[src/rtl/axis_dac_pkg.sv]
// Shared definitions for the AXI4-Stream to DDR LVDS DAC transmit path.
package axis_dac_pkg;

  typedef enum logic [1:0] {
    ST_IDLE  = 2'd0,
    ST_PRIME = 2'd1,
    ST_RUN   = 2'd2
  } dac_state_e;

  localparam int UNDERRUN_CNT_W = 32;

  // Clamp a signed in_w-bit value (carried in 32 bits) into the signed out_w-bit range.
  function automatic logic signed [31:0] sat_signed(input logic signed [31:0] x,
                                                    input int in_w,
                                                    input int out_w);
    logic signed [31:0] xs;
    logic signed [31:0] hi;
    logic signed [31:0] lo;
    xs = (x <<< (32 - in_w)) >>> (32 - in_w);
    hi = (32'sd1 <<< (out_w - 1)) - 32'sd1;
    lo = -hi - 32'sd1;
    if (xs > hi) begin
      return hi;
    end else if (xs < lo) begin
      return lo;
    end else begin
      return xs;
    end
  endfunction

endpackage

[src/rtl/dac_oddr_bank.sv]
// DDR output stage: one ODDR (SAME_EDGE) plus differential buffer per DAC pin,
// and a forwarded clock built from an ODDR with D1=1, D2=0. The registers are
// behavioural stand-ins for the vendor primitives and are deliberately not reset.
module dac_oddr_bank #(
  parameter int DAC_DATA_WIDTH = 14
) (
  input  logic                        aclk,
  input  logic [DAC_DATA_WIDTH-1:0]   dac_word,
  output logic [DAC_DATA_WIDTH/2-1:0] dac_p,
  output logic [DAC_DATA_WIDTH/2-1:0] dac_n,
  output logic                        dac_clk_p,
  output logic                        dac_clk_n
);

  localparam int NPINS = DAC_DATA_WIDTH / 2;

  for (genvar j = 0; j < NPINS; j++) begin : g_pin
    logic d1_q;
    logic d2_q;
    logic q;

    // Capture both halves on the rising edge (SAME_EDGE); bit 2j goes out first.
    always_ff @(posedge aclk) begin
      d1_q <= dac_word[2*j];
      d2_q <= dac_word[2*j+1];
    end

    assign q        = aclk ? d1_q : d2_q;
    assign dac_p[j] = q;
    assign dac_n[j] = ~q;
  end

  logic clk_d1_q;
  logic clk_d2_q;
  logic clk_q;

  // Forwarded clock: high on the rising half, low on the falling half.
  always_ff @(posedge aclk) begin
    clk_d1_q <= 1'b1;
    clk_d2_q <= 1'b0;
  end

  assign clk_q     = aclk ? clk_d1_q : clk_d2_q;
  assign dac_clk_p = clk_q;
  assign dac_clk_n = ~clk_q;

endmodule

[src/rtl/axis_dac.sv]
// AXI4-Stream sample sink driving a DDR LVDS DAC bus.
//
// state | meaning
// IDLE  | streaming off, tready low, output forced to 0
// PRIME | accepting the first beat, output still 0
// RUN   | one buffer entry popped per cycle; empty buffer counts an underrun
module axis_dac
  import axis_dac_pkg::*;
#(
  parameter int DAC_DATA_WIDTH   = 14,
  parameter int AXIS_TDATA_WIDTH = 16,
  parameter bit HOLD_LAST        = 1'b1
) (
  input  logic                        aclk,
  input  logic                        aresetn,
  input  logic                        enable,
  input  logic [AXIS_TDATA_WIDTH-1:0] s_axis_tdata,
  input  logic                        s_axis_tvalid,
  output logic                        s_axis_tready,
  output logic [DAC_DATA_WIDTH/2-1:0] dac_p,
  output logic [DAC_DATA_WIDTH/2-1:0] dac_n,
  output logic                        dac_clk_p,
  output logic                        dac_clk_n,
  output logic [DAC_DATA_WIDTH-1:0]   dac_word,
  output logic                        running,
  output logic [UNDERRUN_CNT_W-1:0]   underrun_count
);

  dac_state_e state;
  dac_state_e state_nxt;

  logic [AXIS_TDATA_WIDTH-1:0] buf_mem [2];
  logic                        rd_ptr;
  logic                        wr_ptr;
  logic [1:0]                  buf_cnt;
  logic [1:0]                  buf_cnt_nxt;

  logic [AXIS_TDATA_WIDTH-1:0] pipe_data;
  logic                        pipe_valid;
  logic                        pipe_under;
  logic [DAC_DATA_WIDTH-1:0]   last_sample;

  logic                        push;
  logic                        pop_due;
  logic                        pop_hit;
  logic                        underrun;
  logic                        flush;
  logic                        tready_d;
  logic                        running_d;
  logic signed [31:0]          sat_full;
  logic [DAC_DATA_WIDTH-1:0]   sat_word;

  assign push = s_axis_tvalid && s_axis_tready;

  // State register.
  always_ff @(posedge aclk) begin
    if (!aresetn) begin
      state <= ST_IDLE;
    end else begin
      state <= state_nxt;
    end
  end

  // Next-state decode: enable gates everything, the first accepted beat starts RUN.
  always_comb begin
    state_nxt = state;
    unique case (state)
      ST_IDLE:  if (enable) state_nxt = ST_PRIME;
      ST_PRIME: begin
        if (!enable) begin
          state_nxt = ST_IDLE;
        end else if (push) begin
          state_nxt = ST_RUN;
        end
      end
      ST_RUN:   if (!enable) state_nxt = ST_IDLE;
      default:  state_nxt = ST_IDLE;
    endcase
  end

  // Per-state controls: pop scheduling, underrun detect, flush and next ready/running.
  always_comb begin
    pop_due     = (state == ST_RUN) && enable;
    pop_hit     = pop_due && (buf_cnt != 2'd0);
    underrun    = pop_due && (buf_cnt == 2'd0);
    flush       = (state_nxt == ST_IDLE);
    buf_cnt_nxt = flush ? 2'd0 : (buf_cnt + {1'b0, push} - {1'b0, pop_hit});
    tready_d    = !flush && (buf_cnt_nxt < 2'd2);
    running_d   = (state_nxt == ST_RUN);
    sat_full    = sat_signed(32'(signed'(pipe_data)), AXIS_TDATA_WIDTH, DAC_DATA_WIDTH);
    sat_word    = sat_full[DAC_DATA_WIDTH-1:0];
  end

  // Skid buffer storage; contents are don't-care while the count says empty.
  always_ff @(posedge aclk) begin
    if (push && !flush) begin
      buf_mem[wr_ptr] <= s_axis_tdata;
    end
  end

  // Skid buffer pointers and occupancy; a beat landing on the flush edge is dropped.
  always_ff @(posedge aclk) begin
    if (!aresetn || flush) begin
      rd_ptr  <= 1'b0;
      wr_ptr  <= 1'b0;
      buf_cnt <= 2'd0;
    end else begin
      if (push) wr_ptr <= ~wr_ptr;
      if (pop_hit) rd_ptr <= ~rd_ptr;
      buf_cnt <= buf_cnt_nxt;
    end
  end

  // Pop stage: carries either a sample or an underrun marker to the output register.
  always_ff @(posedge aclk) begin
    if (!aresetn || flush) begin
      pipe_data  <= '0;
      pipe_valid <= 1'b0;
      pipe_under <= 1'b0;
    end else begin
      pipe_valid <= pop_hit;
      pipe_under <= underrun;
      if (pop_hit) pipe_data <= buf_mem[rd_ptr];
    end
  end

  // Saturate/register stage feeding the DDR bank; underruns repeat or zero the output.
  always_ff @(posedge aclk) begin
    if (!aresetn) begin
      dac_word    <= '0;
      last_sample <= '0;
    end else if (flush) begin
      dac_word <= '0;
    end else if (pipe_valid) begin
      dac_word    <= sat_word;
      last_sample <= sat_word;
    end else if (pipe_under) begin
      dac_word <= HOLD_LAST ? last_sample : '0;
    end else begin
      dac_word <= '0;
    end
  end

  // Underrun counter: cleared when a new session starts, saturates at all-ones.
  always_ff @(posedge aclk) begin
    if (!aresetn) begin
      underrun_count <= '0;
    end else if ((state == ST_IDLE) && enable) begin
      underrun_count <= '0;
    end else if (underrun && (underrun_count != '1)) begin
      underrun_count <= underrun_count + 1'b1;
    end
  end

  // Registered handshake and status outputs.
  always_ff @(posedge aclk) begin
    if (!aresetn) begin
      s_axis_tready <= 1'b0;
      running       <= 1'b0;
    end else begin
      s_axis_tready <= tready_d;
      running       <= running_d;
    end
  end

  dac_oddr_bank #(
    .DAC_DATA_WIDTH(DAC_DATA_WIDTH)
  ) u_oddr_bank (
    .aclk      (aclk),
    .dac_word  (dac_word),
    .dac_p     (dac_p),
    .dac_n     (dac_n),
    .dac_clk_p (dac_clk_p),
    .dac_clk_n (dac_clk_n)
  );

endmodule

[config.mk]
export PLATFORM = sky130hd
export DESIGN_NAME = axis_dac
export DESIGN_NICKNAME = d
export VERILOG_FILES = /design/src/rtl/axis_dac_pkg.sv /design/src/rtl/dac_oddr_bank.sv /design/src/rtl/axis_dac.sv
export SDC_FILE = /design/constraint.sdc
export NUM_CORES = 1
export LEC_CHECK = 0
export BUFFER_PORTS_ARGS = -buffer_cell sky130_fd_sc_hd__buf_4
export CAP_MARGIN = 20
export CORE_MARGIN = 2
export CORE_UTILIZATION = 59
export CTS_BUF_LIST = sky130_fd_sc_hd__clkbuf_2
export CTS_CLUSTER_DIAMETER = 200
export DETAILED_ROUTE_END_ITERATION = 6
export GPL_TIMING_DRIVEN = 0
export PLACE_DENSITY = 0.83
export SLEW_MARGIN = 20
export SYNTH_ARGS = -nofsm -noshare
export SYNTH_HDL_FRONTEND = slang
export SYNTH_SLANG_ARGS = --single-unit
[constraint.sdc]
create_clock -name aclk -period 3.35 [get_ports aclk]
set_clock_uncertainty 0.15 [all_clocks]
set_input_delay 0 -clock aclk [delete_from_list [all_inputs] [get_ports aclk]]
set_output_delay 0 -clock aclk [all_outputs]
set_load 0.01 [all_outputs]
### Yosys cells after proc, flatten, opt, wreduce, memory -nomap -nowiden

Memory sizes are Yosys's and may differ from the RTL's. A register that Yosys moved wholly into a read port is not among the register bits.
Cells that the tools add are included.

* input bits: 20
* latch bits: 0
* memories kept: 1
* RAM bits: 32
* register bits after elaboration: 84
* memory bits (read-only): 0

* multiplexer cells: 20
* reduce and logical (&&, ||, !) cells: 18
* bitwise operators: 12
* order comparisons: 3
* shift-type cells: 0
* div/mod/pow operators: 0
* $mul: 0
* equal/unequal tests: 4
* add/subtract/negate cells: 3

Memory list
* buf_mem: depth 2, bits a word 16, read ports 1, clocked after Yosys merged registers in 1, wr ports 1, line axis_dac.sv:32 `logic [AXIS_TDATA_WIDTH-1:0] buf_mem [2];`

Operator list (count)
* 14-bit two-way mux: 4
* 32-bit by 1-bit adder with 32-bit output, second input constant: 1
* 32-bit inequality test, second input constant: 1
* 16-bit by 14-bit > comparator with 1-bit output, second input constant: 1
* 16-bit by 14-bit less-than comparator with 1-bit output, second input constant: 1
* 1-bit inverter: 12
* 1-bit two-way mux: 10
* 2-bit two-way mux: 5
* 1-bit logical AND: 8
* 2-bit zero test: 3
* 2-bit one-hot mux with 3 select lines: 1
* 2-bit equality test, second input constant: 2
* 2-bit OR reduction: 2
* 2-bit by 1-bit adder with 2-bit output: 1
* 2-bit by 1-bit equality test with 1-bit output, second input constant: 1
* 1-bit zero test: 2
* 2-bit less-than comparator, second input constant: 1
* 2-bit AND reduction: 1
* 2-bit nonzero test: 1
* 2-bit by 1-bit subtractor with 2-bit output: 1
* 1-bit logical OR: 1

### Longest topological paths before layout

* depth after elaboration: 9
* depth in mapped cells: 10
* depth with buffers taken out: 8

### Hierarchy

A second synthesis with hierarchy kept.

* cells, all modules: 523
* area total of the unflattened synthesis: 5429.0 um2

Modules (own cells, without submodules)
* axis_dac: seq. area each 2682.6 um2, area each 4897.2 um2, cells each 484, instances 1
* dac_oddr_bank: seq. area each 280.3 um2, area each 531.8 um2, cells each 39, instances 1

==> impl_metrics.env <==
export IMPL_status="completed"
export IMPL_synth_ff_latch_count=132
export IMPL_synth_top_area_share_pct=37.66
export IMPL_synth_area_mm2=0.005316
export IMPL_crit_start="aclk"
export IMPL_power_leakage_nw=2.672
export IMPL_post_drt_wl_per_cell_um=16.33
export IMPL_placed_area_mm2=0.006080
export IMPL_crit_path_max_fanout=4
export IMPL_grt_max_degree=18
export IMPL_worstPathRequired_ns=3.20
export IMPL_hold_class="in2reg"
export IMPL_drt_first_iter_violations=251
export IMPL_worstPathCellList="clkbuf_2 -> clkbuf_2 -> clkbuf_8 -> clkbuf_8 -> mux2i_2 -> clkbuf_2 -> clkbuf_2 -> clkbuf_2 -> inv_1 -> buf_4 -> buf_4"
export IMPL_synthTopCellsByArea="dfxtp_1 (38%), edfxtp_1 (18%), mux2i_1 (4.5%)"
export IMPL_final_cell_mix="dfxtp_1 (100), buf_4 (93), clkbuf_2 (60)"
export IMPL_synth_edf_count=32
export IMPL_hold_viol=0
export IMPL_synth_flop_cell="dfxtp_1"
export IMPL_drive_gt1_share_pct=26.48
export IMPL_yosys_area_top_type="dfxtp_1"
export IMPL_antenna_cells=0
export IMPL_die_area_mm2=0.009786
export IMPL_portBuffers=83
export IMPL_synth_async_sr_flop_share_pct=0
export IMPL_nFillCells=533
export IMPL_tns_ns=0
export IMPL_drt_wl_total_um=13600
export IMPL_syn_mean_instance_area_um2=10.17
export IMPL_ys_warn_count=0
export IMPL_final_common_cell="dfxtp_1"
export IMPL_die_w_um=98.93
export IMPL_grt_pass1_wl_um=22350
export IMPL_rows=34
export IMPL_rr_startpoint="underrun_count[0]"
export IMPL_synth_cell_types=50
export IMPL_worst_slack_ns=0.1166
export IMPL_cpMostUsedCell="clkbuf_2"
export IMPL_drv_cap=0
export IMPL_tightest_slew_ns=0.8419
export IMPL_dp_hpwl_um=8048
export IMPL_final_core_util_pct=80.98
export IMPL_multiInputGateArea_mm2=0.002171
export IMPL_drtAntennaViolNets=0
export IMPL_irDropWorstVdd_mv=0.3381
export IMPL_power_mw=3.165
export IMPL_rsz0062_at_grt="false"
export IMPL_initial_core_util_pct=60.96
export IMPL_startpoint_type="clock port"
export IMPL_power_density_mw_per_mm2=448.1
export IMPL_holdWs_ns=0.07800
export IMPL_final_seq_area_mm2=0.002963
export IMPL_nNetsFinal=733
export IMPL_place_ws_ns=0.7772
export IMPL_overflow=0
export IMPL_grt_pass1_vias=4998
export IMPL_final_cells=833
export IMPL_gp_congestion=0.8905
export IMPL_final_area_mm2=0.007062
export IMPL_path_clk_slew_ns=0.23
export IMPL_max_stage_delay_ns=0.20
export IMPL_ios=84
export IMPL_insertion_delay_ns=0.80
export IMPL_place_inst=714
export IMPL_min_from="aresetn"
export IMPL_viasPerCell=5.788
export IMPL_syn_num_nets=546
export IMPL_synth_cells=523
export IMPL_ys_seq_area_share_pct=55.73
export IMPL_fp_coreArea_mm2=0.008721
export IMPL_cts_tree="yes"
export IMPL_syn2layout_area_growth_pct=32.83
export IMPL_drc=0
export IMPL_worstPathArrival_ns=3.08
export IMPL_slew_headroom_pct=43.81
export IMPL_vias=4821
export IMPL_slew_viol_final=0
export IMPL_drtPass1Iterations=7
export IMPL_setup_viol=0
export IMPL_grt_util_all_layers_pct=29.37
export IMPL_critPathKind="clk2out"
export IMPL_crit_path_end_kind="primary output"
export IMPL_antenna_found_initial=0
export IMPL_cp_slowest_cell="mux2i_2"
export IMPL_die_h_um=98.93
[worst max-delay path, delay by kind of cell]
kind                   cells  cell delay (ns)
muxes                      1             0.20
buffers and inverters     10             1.21
[kinds of logic (layout without fill, tap and decap cells)]
family	after synthesis	after routing	share of synthesized area (%)
muxes	24	24	4.519
xor gates and xnor gates	8	8	1.318
DFF	132	132	55.73
and+or+nand+nor	173	173	17.96
buffers and inverters	50	252	4.471
AOI/OAI and AO/OA	133	133	15.30
adders and majority gates	3	3	0.7061
[synthesized netlist by cell type, types with 7 or more instances]
cell and number:
a211oi_1 16, a21oi_1 39, and2_1 16, buf_4 9
clkbuf_1 24, dfxtp_1 100, edfxtp_1 32, inv_1 12
mux2i_1 24, nand2_1 38, nand3_1 9, nand3b_1 14
nand4_1 9, nor2_1 36, o211ai_1 15, o21ai_0 41
or3_1 19, or4_1 7
[registers in the layout (all words and copies together) (netlist names)]
name and cells:
last_sample 14, pipe_data 16, rd_ptr 1, u_oddr_bank.g_pin.d2_q 7
running 1, dac_word 14, wr_ptr 1, pipe_under 1
buf_cnt 2, state 2, s_axis_tready 1, pipe_valid 1
buf_mem 32, underrun_count 32, u_oddr_bank.g_pin.d1_q 7
[timing repair]
item,in CTS,in global routing
setup endpoints to repair,15,0
buffers inserted,1,0
hold buffers,40,0
resized for setup,14,0
endpoints found under the hold margin,134,0
[final timing paths]
path                                     to  slack, ns  cells after the start
setup reg to reg          underrun_count[8]       0.71                      7
setup / recovery                   dac_p[0]       0.12                     11
hold reg to reg   u_oddr_bank.g_pin[0].d1_q       0.21                      0
hold / removal            underrun_count[8]       0.08                      4
[report_power, final]
| part | internal [mW] | leakage (nW) | total, mW | switching (mW) |
|---|---|---|---|---|
| Clock | 0.503 | 0.558 | 1.42 | 0.916 |
| Sequential | 1.64 | 1.09 | 1.64 | 0.00389 |
| Combinational | 0.0539 | 1.02 | 0.101 | 0.0473 |
| Total | 2.20 | 2.67 | 3.16 | 0.968 |
[final cells by class]
cell class / count / share of cell area, %
Tap cell: 108 / 1.914
Timing Repair Buffer: 107 / 12.79
Clock inverter: 24 / 3.065
Buffer: 37 / 2.675
Sequential cell: 132 / 41.96
Multi-Input combinational cell: 341 / 30.74
Inverter: 4 / 0.2126
Clock buffer: 80 / 6.644
[layer usage]
layer / vias to the layer above / routed length (um) / track usage [%]
li1: 2290 / - / -
met1: 2273 / 5555 / 33.87
met2: 223 / 6688 / 45.17
met3: 35 / 1048 / 11.70
met4: 0 / 312 / 19.39
met5: - / 0 / 0
Note: power is estimated with default switching activity, not from simulation.
